$ cat config.mk
export PLATFORM = sky130hd
export DESIGN_NAME = conv_stream_engine
export DESIGN_NICKNAME = d
export VERILOG_FILES = /design/src/rtl/conv_pkg.sv /design/src/rtl/conv_line_buffer.sv /design/src/rtl/conv_stream_engine.sv
export SDC_FILE = /design/constraint.sdc
export NUM_CORES = 1
export LEC_CHECK = 0
export BUFFER_PORTS_ARGS = -buffer_cell sky130_fd_sc_hd__buf_2
export CAP_MARGIN = 20
export CORE_AREA = 2 2 412 414
export CTS_BUF_LIST = sky130_fd_sc_hd__clkbuf_8
export CTS_CLUSTER_SIZE = 14
export DETAILED_ROUTE_END_ITERATION = 7
export DIE_AREA = 0 0 414 416
export PLACE_DENSITY = 0.45
export SLEW_MARGIN = 15
export SYNTH_ARGS = -nofsm -noshare
export SYNTH_HDL_FRONTEND = slang
export SYNTH_SLANG_ARGS = --single-unit
$ cat constraint.sdc
create_clock -name clk_proc -period 7.65 [get_ports clk_proc]
set_input_delay 0.3825 -clock clk_proc [delete_from_list [all_inputs] [get_ports clk_proc]]
set_output_delay 0.3825 -clock clk_proc [all_outputs]
set_load 0.01 [all_outputs]
$ cat src/rtl/conv_pkg.sv
// Shared types and width helpers for the streaming 3x3 convolution engine.
package conv_pkg;

  localparam int unsigned TAPS = 9;

  typedef enum logic [2:0] {
    S_IDLE,
    S_LOAD,
    S_SCAN,
    S_DRAIN,
    S_DONE
`ifdef CONV_CLEAR_BORDER_EN
    , S_BORDER
`endif
  } state_t;

  function automatic int unsigned addr_w(input int unsigned n);
    return (n <= 1) ? 1 : $clog2(n);
  endfunction

  function automatic int unsigned kaddr_w(input int unsigned num_ker);
    return addr_w(TAPS * num_ker);
  endfunction

  function automatic int unsigned sum_w(input int unsigned pix_w, input int unsigned coef_w);
    return pix_w + coef_w + 5;
  endfunction

endpackage

$ cat src/rtl/conv_line_buffer.sv
// Two row-delay lines for the 3x3 window: row_m1 is row y-1, row_m2 is row y-2 at column col.
module conv_line_buffer
  import conv_pkg::*;
#(
  parameter int unsigned IMG_W = 128,
  parameter int unsigned PIX_W = 3
) (
  input  logic                       clk_proc,
  input  logic                       wr_en,
  input  logic [addr_w(IMG_W)-1:0]   col,
  input  logic [PIX_W-1:0]           din,
  output logic [PIX_W-1:0]           row_m1,
  output logic [PIX_W-1:0]           row_m2
);

  logic [PIX_W-1:0] line0 [IMG_W];
  logic [PIX_W-1:0] line1 [IMG_W];

  assign row_m1 = line0[col];
  assign row_m2 = line1[col];

  // Read-before-write at the same column turns the pair into a two-row delay.
  always_ff @(posedge clk_proc) begin
    if (wr_en) begin
      line0[col] <= din;
      line1[col] <= line0[col];
    end
  end

endmodule

$ cat src/rtl/conv_stream_engine.sv
// Streaming 3x3 convolution over a raster-scanned source frame, written to a destination RAM.
// Optional CONV_CLEAR_BORDER_EN adds a BORDER pass that zeroes the destination frame edge.
module conv_stream_engine
  import conv_pkg::*;
#(
  parameter int unsigned IMG_W      = 128,
  parameter int unsigned IMG_H      = 128,
  parameter int unsigned PIX_W      = 3,
  parameter int unsigned COEF_W     = 5,
  parameter int unsigned NUM_KER    = 4,
  parameter int unsigned NORM_SHIFT = 0
) (
  input  logic                          clk_proc,
  input  logic                          rst,
  input  logic                          start,
  input  logic [addr_w(NUM_KER)-1:0]    ker_sel,
  output logic [kaddr_w(NUM_KER)-1:0]   ker_addr,
  input  logic signed [COEF_W-1:0]      ker_din,
  output logic [addr_w(IMG_W)-1:0]      src_x_addr,
  output logic [addr_w(IMG_H)-1:0]      src_y_addr,
  input  logic [PIX_W-1:0]              src_din,
  output logic                          we,
  output logic [addr_w(IMG_W)-1:0]      dst_x_addr,
  output logic [addr_w(IMG_H)-1:0]      dst_y_addr,
  output logic [PIX_W-1:0]              dst_dout,
  output logic                          busy,
  output logic                          done,
  output logic                          en_vga
);

  localparam int unsigned XW    = addr_w(IMG_W);
  localparam int unsigned YW    = addr_w(IMG_H);
  localparam int unsigned SW    = addr_w(NUM_KER);
  localparam int unsigned KW    = kaddr_w(NUM_KER);
  localparam int unsigned SUMW  = sum_w(PIX_W, COEF_W);
  localparam int unsigned PRODW = PIX_W + 1 + COEF_W;
  localparam logic signed [SUMW-1:0] PIX_MAX = SUMW'((2 ** PIX_W) - 1);

  state_t state, state_nxt;

  logic [SW-1:0]            sel_q;
  logic [3:0]               lcnt;
  logic [XW-1:0]            x_cnt;
  logic [YW-1:0]            y_cnt;
  logic signed [COEF_W-1:0] coef [TAPS];
  logic                     scan_last;

  assign scan_last = (state == S_SCAN) && (x_cnt == XW'(IMG_W - 1)) && (y_cnt == YW'(IMG_H - 1));

`ifdef CONV_CLEAR_BORDER_EN
  localparam int unsigned BORDER_N = 2 * IMG_W + 2 * IMG_H - 4;
  localparam int unsigned BW       = addr_w(BORDER_N);

  logic [BW-1:0]  bcnt;
  logic [31:0]    bidx;
  logic [XW-1:0]  bx;
  logic [YW-1:0]  by;
`endif

  // ---------------- FSM ----------------
  always_ff @(posedge clk_proc) begin
    if (rst) state <= S_IDLE;
    else     state <= state_nxt;
  end

  always_comb begin
    state_nxt = state;
    case (state)
      S_IDLE:  if (start) state_nxt = S_LOAD;
      S_LOAD:  if (lcnt == 4'd9) state_nxt = S_SCAN;
      S_SCAN:  if (scan_last) state_nxt = S_DRAIN;
      S_DRAIN: begin
        if (lcnt == 4'd2) begin
`ifdef CONV_CLEAR_BORDER_EN
          state_nxt = S_BORDER;
`else
          state_nxt = S_DONE;
`endif
        end
      end
`ifdef CONV_CLEAR_BORDER_EN
      S_BORDER: if (bcnt == BW'(BORDER_N - 1)) state_nxt = S_DONE;
`endif
      S_DONE:  state_nxt = S_IDLE;
      default: state_nxt = S_IDLE;
    endcase
  end

  // ---------------- Counters and kernel select ----------------
  always_ff @(posedge clk_proc) begin
    if (rst) begin
      sel_q <= '0;
      lcnt  <= '0;
      x_cnt <= '0;
      y_cnt <= '0;
    end else begin
      case (state)
        S_IDLE: begin
          lcnt <= '0;
          if (start) sel_q <= SW'(32'(ker_sel) % NUM_KER);
        end
        S_LOAD:  lcnt <= (lcnt == 4'd9) ? '0 : lcnt + 4'd1;
        S_SCAN: begin
          if (x_cnt == XW'(IMG_W - 1)) begin
            x_cnt <= '0;
            y_cnt <= (y_cnt == YW'(IMG_H - 1)) ? '0 : y_cnt + YW'(1);
          end else begin
            x_cnt <= x_cnt + XW'(1);
          end
        end
        S_DRAIN: lcnt <= (lcnt == 4'd2) ? '0 : lcnt + 4'd1;
        default: lcnt <= '0;
      endcase
    end
  end

  // Coefficient i arrives one cycle after its address, i.e. while lcnt == i+1.
  always_ff @(posedge clk_proc) begin
    if (state == S_LOAD && lcnt != 4'd0) coef[lcnt - 4'd1] <= ker_din;
  end

  always_comb begin
    ker_addr = '0;
    if (state == S_LOAD && lcnt < 4'd9) ker_addr = KW'(32'(sel_q) * TAPS + 32'(lcnt));
  end

  assign src_x_addr = x_cnt;
  assign src_y_addr = y_cnt;

  // ---------------- Pipeline: data return, window, MAC/clamp ----------------
  logic          v1, v2;
  logic [XW-1:0] x1, x2;
  logic [YW-1:0] y1, y2;
  logic [PIX_W-1:0] row_m1, row_m2;
  logic [PIX_W-1:0] win [TAPS];

  always_ff @(posedge clk_proc) begin
    if (rst) begin
      v1 <= 1'b0;
      v2 <= 1'b0;
      x1 <= '0;
      y1 <= '0;
      x2 <= '0;
      y2 <= '0;
    end else begin
      v1 <= (state == S_SCAN);
      x1 <= x_cnt;
      y1 <= y_cnt;
      v2 <= v1;
      x2 <= x1;
      y2 <= y1;
    end
  end

  conv_line_buffer #(
    .IMG_W (IMG_W),
    .PIX_W (PIX_W)
  ) u_line_buffer (
    .clk_proc (clk_proc),
    .wr_en    (v1),
    .col      (x1),
    .din      (src_din),
    .row_m1   (row_m1),
    .row_m2   (row_m2)
  );

  // Window index r*3+c: row 0 is y-2 (top), column 0 is x-2 (left).
  always_ff @(posedge clk_proc) begin
    if (v1) begin
      for (int unsigned r = 0; r < 3; r++) begin
        win[r*3]     <= win[r*3 + 1];
        win[r*3 + 1] <= win[r*3 + 2];
      end
      win[2] <= row_m2;
      win[5] <= row_m1;
      win[8] <= src_din;
    end
  end

  logic signed [PRODW-1:0] prod;
  logic signed [SUMW-1:0]  acc;
  logic signed [SUMW-1:0]  shifted;
  logic [PIX_W-1:0]        clamped;

  always_comb begin
    prod = '0;
    acc  = '0;
    for (int unsigned i = 0; i < TAPS; i++) begin
      prod = PRODW'($signed({1'b0, win[i]})) * PRODW'(coef[i]);
      acc  = acc + SUMW'(prod);
    end
    shifted = acc >>> NORM_SHIFT;
    if (shifted[SUMW-1])          clamped = '0;
    else if (shifted > PIX_MAX)   clamped = '1;
    else                          clamped = shifted[PIX_W-1:0];
  end

  logic             we_q;
  logic [XW-1:0]    dx_q;
  logic [YW-1:0]    dy_q;
  logic [PIX_W-1:0] dout_q;

  always_ff @(posedge clk_proc) begin
    if (rst) begin
      we_q   <= 1'b0;
      dx_q   <= '0;
      dy_q   <= '0;
      dout_q <= '0;
    end else begin
      we_q   <= v2 && (x2 >= XW'(2)) && (y2 >= YW'(2));
      dx_q   <= x2 - XW'(1);
      dy_q   <= y2 - YW'(1);
      dout_q <= clamped;
    end
  end

  // ---------------- Border clear and output selection ----------------
`ifdef CONV_CLEAR_BORDER_EN
  always_ff @(posedge clk_proc) begin
    if (rst || state != S_BORDER) bcnt <= '0;
    else                          bcnt <= bcnt + BW'(1);
  end

  // Order: top row, bottom row, left column, right column (corners only in the rows).
  always_comb begin
    bidx = 32'(bcnt);
    bx   = '0;
    by   = '0;
    if (bidx < IMG_W) begin
      bx = XW'(bidx);
    end else if (bidx < 2 * IMG_W) begin
      bx = XW'(bidx - IMG_W);
      by = YW'(IMG_H - 1);
    end else if (bidx < 2 * IMG_W + IMG_H - 2) begin
      by = YW'(bidx - 2 * IMG_W + 1);
    end else begin
      bx = XW'(IMG_W - 1);
      by = YW'(bidx - (2 * IMG_W + IMG_H - 2) + 1);
    end
  end

  always_comb begin
    we         = we_q;
    dst_x_addr = dx_q;
    dst_y_addr = dy_q;
    dst_dout   = dout_q;
    if (state == S_BORDER) begin
      we         = 1'b1;
      dst_x_addr = bx;
      dst_y_addr = by;
      dst_dout   = '0;
    end
  end
`else
  assign we         = we_q;
  assign dst_x_addr = dx_q;
  assign dst_y_addr = dy_q;
  assign dst_dout   = dout_q;
`endif

  assign busy   = (state != S_IDLE);
  assign done   = (state == S_DONE);
  assign en_vga = !busy;

endmodule

==> metrics.md, run 1 <==
| Metric | Value |
|---|---|
| Final setup fails | 0 |
| WL/cell | 23.8 um |
| Pin count of the biggest net entering global routing | 101 |
| Crit path kind | flop to flop |
| Ports | 54 |
| Part of the Yosys area used for sequential elements | 64.0% |
| Cts bufs inserted | approximately 150 |
| Sink Count | ~910 |
| Synth cell count leaders | edfxtp_1 (840), inv_1 (238), nor2_1 (219) |
| Placed cell area | between 40000 and 50000 sq um |
| R2R Setup Slk | roughly 950 ps |
| Int Power | 7.52 mW |
| Ys Warns | 0 |
| Initial cell density of the core | between 20% and 30% |
| Total grt overflow | 0 |
| CTS clk-pin slew, worst paths | approximately 60 ps |
| Hold path cells | 1 |
| Synth Flop Type | edfxtp_1 |
| Peak Freq | roughly 150 MHz |
| Total Die Area | 172000 sq um |
| Routed wire length | between 100000 and 150000 um |
| Wire length on met2 | 58600 um |
| CP Capture Type | flop |
| Cell Area, Synth | roughly 42000 sq um |
| Core ar. | 168000 sq um |
| Worst-path maximum fanout | 5 |
| CTS H-tree depth | 4 |
| Post_cts resized | 0 |
| Critical R2R Capture | dst_dout[0] |
| Uppermost layer routed | met5 |
| Unrepaired setup endpoints after global routing | no |
| Synth area leader | edfxtp_1 |
| Hold Crit Start | src_din[2] |
| DR WL met3 | ~6700 um |
| Startpoint types | flop |
| Clock root buffer | clkbuf_8 |
| FF-to-FF path depth | 22 |
| Status | finished, final reports clean |
| #FFs+latches synth | a little over 900 |
| Slew of the pin with the lowest slew margin | ~1100 ps |
| Initial drt markers | around 2200 |
| EDFF count, synth | between 800 and 900 |
| Yosys cell types | 75 |
| Clk pwr share | 41.7% |
| Placer Congestion | 0.795 |
| Setup TNS | 0 ps |
| Synthesized Nets | just over 3000 |
| Reg-to-reg critical path startpoint | win[0][0] |
| Final hold violations | 0 |
| Design area | between 40000 and 50000 sq um |
| Port Buffer Count | 53 |
| Skew-Pair Late Insertion Delay | ~860 ps |
| Lkg Pwr | 16.3 nW |
| Clk buf depth | 3 |
| Avg Inst Size Synth | about 15 sq um |
| Slew HR | 27.8% |
| CP Data Arrival Time | 7390 ps |
| VDD IR-drop max | 161 uV |
| Min-delay worst type | input port to flop |
| Synth Instances | between 2000 and 3000 |
| Main area contributors after synthesis | edfxtp_1 (61%), fa_1 (8.2%), mux4_2 (3.5%), dfxtp_1 (3.4%), ha_1 (3.1%) |
| Antenna violations before repair | 6 |
| Skew final | about 47 ps |
| Die Wd | between 400 and 500 um |
| Gr usage total | roughly 14% |
| Area delta synth->final | 14.2% |
| Pwr/cell area | a little over 200 nW/um^2 |
| Fraction of registers with async set/reset | 0% |
| Flop pwr share | 55.4% |
| Detailed-placement wirelength estimate | about 80000 um |
| Vias | ~24000 |
| Fin nets | ~3200 |
| DR DRC count | 0 |
| Max_cap viols | 0 |
| Num rows | 151 |
| Wire length on met1 | 56400 um |
| Filler Cell Count | about 17000 |
| TritonCTS clock tree | done |
| Final worst-path cycle share | 87.5% |
| Switching share of power | 23.0% |
| First-pass GRT wire length | 181000 um |
| Die Ht | 416 um |
| Synth top area share | roughly 60% |
| Vias in the first global route | 25100 |
| Max-slew violations | 0 |
| Ratio of cells with drive above 1 in the final layout | around 15% |
| Final ANT Viol Nets | 0 |
| Count leader, synth | edfxtp_1 |
| Min-Delay Endpoint | u_line_buffer.line0[117][2] |
| Worst Path Required | ~8400 ps |
| Logic pwr share | 2.8% |
| Vias per Instance | 4.57 |
| Net Sw Power | around 2.2 mW |
| Pre-antenna DRT Iters | 5 |
| Fin crit period | about 6700 ps |
==> flip-flops by register name (all words and copies together) (netlist names) <==
name / count
u_line_buffer.line0: 384
u_line_buffer.line1: 384
coef: 45
win: 27
dst_x_addr: 7
dst_y_addr: 7
src_x_addr: 7
src_y_addr: 7
x1: 7
x2: 7
y1: 7
y2: 7
lcnt: 4
dst_dout: 3
state: 3
sel_q: 2
v1: 1
v2: 1
we: 1
==> what timing repair did <==
item / CTS / global route
hold endpoints to repair: 80 / 0
hold buffers: 13 / 0
buffers inserted: 0 / 0
==> power by group through the flow <==
stage	logic (mW)	clock network, mW	registers [mW]
floorplan	0.165	0	5.52
global placement	0.278	0	5.52
detailed placement	0.279	0	5.52
CTS	0.285	4.21	5.41
global route	0.317	4.42	5.41
finish	0.278	4.08	5.41
==> routing by layer <==
layer | vias to the layer above | GRT usage, %
met5 | - | 0
met4 | 2 | 4.54
met3 | 168 | 2.78
met2 | 680 | 23.2
met1 | 12600 | 19.5
li1 | 10500 | -
==> layout make-up <==
class                      instances  area (sq um)  area share (%)
antenna                            5          12.5          0.0263
inverter                         240           901            1.90
timing repair buffer             128           936            1.97
clock buffer                     159          2190            4.60
tap                             2218          2780            5.84
multi-input combinational       1450         13500            28.3
sequential                       911         26700            56.1
clock inverter                   112           594            1.25
==> cell families after synthesis <==
| family | after synthesis | share of synthesized area, % |
|---|---|---|
| flip-flops | 911 | 64.0 |
| XOR/XNOR | 35 | 0.736 |
| multiplexers | 203 | 7.14 |
| buffers and inverters | 374 | 3.82 |
| AO/OA/AOI/OAI | 376 | 6.53 |
| adder cells (fa/ha/maj) | 273 | 11.3 |
| AND/OR/NAND/NOR | 563 | 6.50 |
==> per-stage QoR <==
stage / setup slack, ps / cells / utilization, % / hold slack, ps / total power [mW]
2_1_floorplan: 1230 / 2735 / - / 414 / 5.69
3_3_place_gp: 981 / 4932 / 26.5 / 418 / 5.80
3_5_place_dp: 947 / 4932 / 26.5 / 425 / 5.80
4_1_cts: 931 / 5216 / 28.2 / 5.52 / 9.91
5_1_grt: 637 / 5220 / 28.3 / 52.4 / 10.1
6_report: 954 / 5223 / 28.3 / 83.0 / 9.77
==> worst max-delay path, stage by stage (launching register included) <==
cell	delay, ps
edfxtp_1	440
nand2_1	120
inv_1	90
fa_1	550
fa_1	580
inv_1	70
fa_1	540
fa_1	610
inv_1	60
fa_1	460
fa_1	500
fa_1	490
inv_1	50
fa_1	470
inv_1	40
ha_1	330
inv_1	110
o21bai_1	80
a21o_1	190
a21o_1	150
a21oi_1	150
mux2_2	380
o31a_1	120
==> placed cells by master, fill, tap and decap left out, types with 6 or more instances in the layout <==
cell type and count:
nor3_1 25, a311oi_1 8, mux2_2 61, a21oi_1 67, a21o_1 6, a22oi_1 45
nor4_1 6, a221o_1 7, o22ai_1 29, nor2_1 216, buf_4 59, clkinv_1 30
fa_1 170, xnor2_1 24, dfxtp_1 66, nor2b_1 35, edfxtp_1 840, and2_1 111
buf_2 51, mux2i_1 74, a31oi_1 8, nand4_1 6, xor2_1 11, clkbuf_8 159
mux4_2 64, o221ai_1 15, clkinv_2 11, nand2_1 95, a211oi_1 6, a22o_1 10
o211ai_1 8, dlygate4sd3_1 13, nand3_1 21, a221oi_1 86, o21ai_0 43, inv_1 296
ha_1 103
==> worst max-delay path by stage <==
stage,from,endpoint,depth (start not counted)
after detailed placement,win[0][0],dst_dout[0],22
after global routing,win[0][0],dst_dout[0],22
after global placement,win[0][18],dst_dout[1],21
after floorplan,win[0][0],dst_dout[0],22
final,win[0][0],dst_dout[0],22
after CTS,win[0][18],dst_dout[0],21
Power figures use the tool's default switching activity.
==> run 2: changes to the inputs <==
==> constraint.sdc (replaced) <==
create_clock -name clk_proc -period 7.65 [get_ports clk_proc]
set_input_delay 1.1475 -clock clk_proc [delete_from_list [all_inputs] [get_ports clk_proc]]
set_output_delay 1.1475 -clock clk_proc [all_outputs]
set_load 0.01 [all_outputs]
==> metrics.md, run 2 (synthesis gave the netlist of run 1 again) <==
| Metric | Value |
|---|---|
| Setup TNS | 0 ps (unchanged) |
| Multi-input logic area | 13500 sq um (unchanged) |
| Worst-path maximum fanout | 5 (unchanged) |
| Unrepaired setup endpoints after global routing | no |
| First-pass GRT wire length | 179000 um (-1.0%) |
| Wire length on met1 | 54600 um (-3.2%) |
| Placer Congestion | 0.795 (unchanged) |
| Min-delay worst type | flop to flop |
| Commonest non-fill, non-tap cells in the layout | edfxtp_1 (840), inv_1 (290), nor2_1 (216), fa_1 (170), clkbuf_8 (159) |
| Final worst-path cycle share | 87.9% (+0.33 points) |
| Detailed-placement wirelength estimate | 80500 um (about the same) |
| Placed insts | 4932 (unchanged) |
| Fin nets | 3158 (-0.38%) |
| Reg-to-reg critical path startpoint | win[0][0] |
| Area occupied by registers | 26700 sq um (unchanged) |
| Lkg Pwr | 16.3 nW (-0.37%) |
| FF-to-FF path depth | 22 (unchanged) |
| TritonCTS clock tree | done |
| Critical path cell sequence | nand2_1 -> inv_1 -> fa_1 -> fa_1 -> inv_1 -> fa_1 -> fa_1 -> inv_1 -> fa_1 -> fa_1 -> fa_1 -> inv_1 -> fa_1 -> inv_1 -> ha_1 -> inv_1 -> o21bai_1 -> a21o_1 -> a21o_1 -> a21oi_1 -> mux2_2 -> o31a_1 |
| CTS Hold Bufs | 0 (-13) |
| Cts bufs inserted | 154 (+0.65%) |
| Pwr/cell area | 206 nW/um^2 (+0.46%) |
| Slew HR | 27.8% (about the same) |
| Vias | 23800 (-0.18%) |
| Die Wd | 414 um (unchanged) |
| Total grt overflow | 0 (unchanged) |
| Final hold violations | 0 (unchanged) |
| Most used cell along the critical path | fa_1 |
| Initial cell density of the core | 24.8% (unchanged) |
| Placed cell area | 44600 sq um (unchanged) |
| Post_cts resized | 0 (unchanged) |
| Area delta synth->final | 14.0% |
| Skew-Pair Late Insertion Delay | 860 ps (about the same) |
| Hold path cells | 1 (unchanged) |
| CTS H-tree depth | 4 (unchanged) |
| Final setup fails | 0 (unchanged) |
| VDD IR-drop max | 161 uV (+0.16%) |
| Clk buf depth | 3 (unchanged) |
| Min-Delay Endpoint | y2[1] |
| Ports | 54 (unchanged) |
| Critical R2R Capture | dst_dout[2] |
| Initial drt markers | 1941 (-11%) |
| Clock root buffer | clkbuf_8 |
| Setup ws final | 929 ps (-25.2 ps) |
| CP Data Arrival Time | 7410 ps (+20 ps) |
| Buf+Inv Stages, Crit Path | 6 (unchanged) |
| Largest registers | u_line_buffer.line0 x384, u_line_buffer.line1 x384, coef x45 |
| Die Ht | 416 um (unchanged) |
| Final std cells w/o fill | 5211 (-0.23%) |
| Filler Cell Count | 17100 (-0.33%) |
| Critical Path Max Stage Delay | 610 ps (about the same) |
| Total Die Area | 172000 sq um (unchanged) |
| Gr usage total | 14.3% (-0.077 points) |
| Commonest non-fill, non-tap cell in the layout | edfxtp_1 |
| Worst Path Required | 8340 ps (about the same) |
| Sink Count | 911 (unchanged) |
| Antenna violations before repair | 8 (+2) |
| Final ANT Viol Nets | 0 (unchanged) |
| Crit path kind | flop to flop |
| Pre-CTS setup slack | 949 ps (+2.29 ps) |
| CTS clk-pin slew, worst paths | 60 ps (about the same) |
| Post-CTS Setup Bufs | 0 (unchanged) |
| Slew of the pin with the lowest slew margin | 1080 ps (+0.392 ps) |
| DR DRC count | 0 (unchanged) |
| CP Capture Type | flop |
| Crit path max-delay family | adder cells |
| Startpoint types | flop |
| Hold Crit Start | y1[1] |
| Skew final | 55.1 ps (+7.93 ps) |
| R2R Setup Slk | 930 ps (-30 ps) |
| Peak Freq | 149 MHz (-0.38%) |
| Design area | 47400 sq um (-0.19%) |
| Max_cap viols | 0 (unchanged) |
| Uppermost layer routed | met5 |
| Routed wire length | 124000 um (-0.35%) |
| Max-slew violations | 0 (unchanged) |
| Vias in the first global route | 24900 (-0.87%) |
| Crit path max-delay cell type | fa_1 |
| WL/cell | 23.8 um (-0.12%) |
| Fin crit period | 6720 ps (+25.2 ps) |
| Num rows | 151 (unchanged) |
| Port Buffer Count | 53 (unchanged) |
| DR WL met3 | 8070 um (+21%) |
| Wire length on met2 | 57800 um (-1.4%) |
| Ratio of cells with drive above 1 in the final layout | 15.3% (+0.19 points) |
| Pre-antenna DRT Iters | 5 (unchanged) |
| Vias per Instance | 4.57 (about the same) |
| Pin count of the biggest net entering global routing | 101 (unchanged) |
| Core ar. | 168000 sq um (unchanged) |
| Status | finished, final reports clean |
## run 2: changes by cell type in the layout (fill, tap and decap cells not counted), sizes merged
cell and change:
bufinv +1, clkinvlp +1, dlygate4sd3 -13, inv -9
diode -1, clkinv +9
## run 2: how the worst max path moves through the flow
stage               start           to  slack (ps)  cells past startpoint
6_report        win[0][0]  dst_dout[2]         930                     22
5_1_grt         win[0][0]  dst_dout[2]         590                     22
4_1_cts         win[0][0]  dst_dout[2]         920                     22
3_5_place_dp    win[0][0]  dst_dout[0]         950                     22
3_3_place_gp   win[0][18]  dst_dout[1]         980                     21
2_1_floorplan   win[0][0]  dst_dout[0]        1230                     22
## run 2: layout make-up
cell class	instances	share of cell area (%)
repair buffers	115	1.70
clock buffers	159	4.61
multi-input cells	1450	28.4
inverters	240	1.90
flip-flops and latches	911	56.2
diodes	4	0.0211
clock inverters	114	1.34
well taps	2218	5.85
## run 2: through the flow
stage	utilization, %	power, mW	hold WS [ps]
2_1_floorplan	-	5.69	414
3_3_place_gp	26.5	5.80	418
3_5_place_dp	26.5	5.80	423
4_1_cts	28.2	9.93	437
5_1_grt	28.2	10.2	456
6_report	28.2	9.79	432
## run 2: worst register-to-register path, stage by stage (launching register included)
cell,delay [ps]
edfxtp_1,430
nand2_1,120
inv_1,90
fa_1,550
fa_1,590
inv_1,70
fa_1,540
fa_1,610
inv_1,60
fa_1,460
fa_1,500
fa_1,490
inv_1,50
fa_1,470
inv_1,40
ha_1,330
inv_1,110
o21bai_1,80
a21o_1,190
a21o_1,150
a21oi_1,150
mux2_2,380
o31a_1,110
## run 2: per-layer routing
layer  up-vias  track usage, %
li1      10400               -
met1     12400            19.2
met2       777            22.9
met3       215            3.04
met4         6            4.95
met5         -               0
## run 2: report_power, final
part / switching [mW] / leakage, nW / internal, mW
clock: 2.06 / 1.63 / 2.05
combinational: 0.171 / 6.51 / 0.0988
sequential: 0.00564 / 8.13 / 5.41
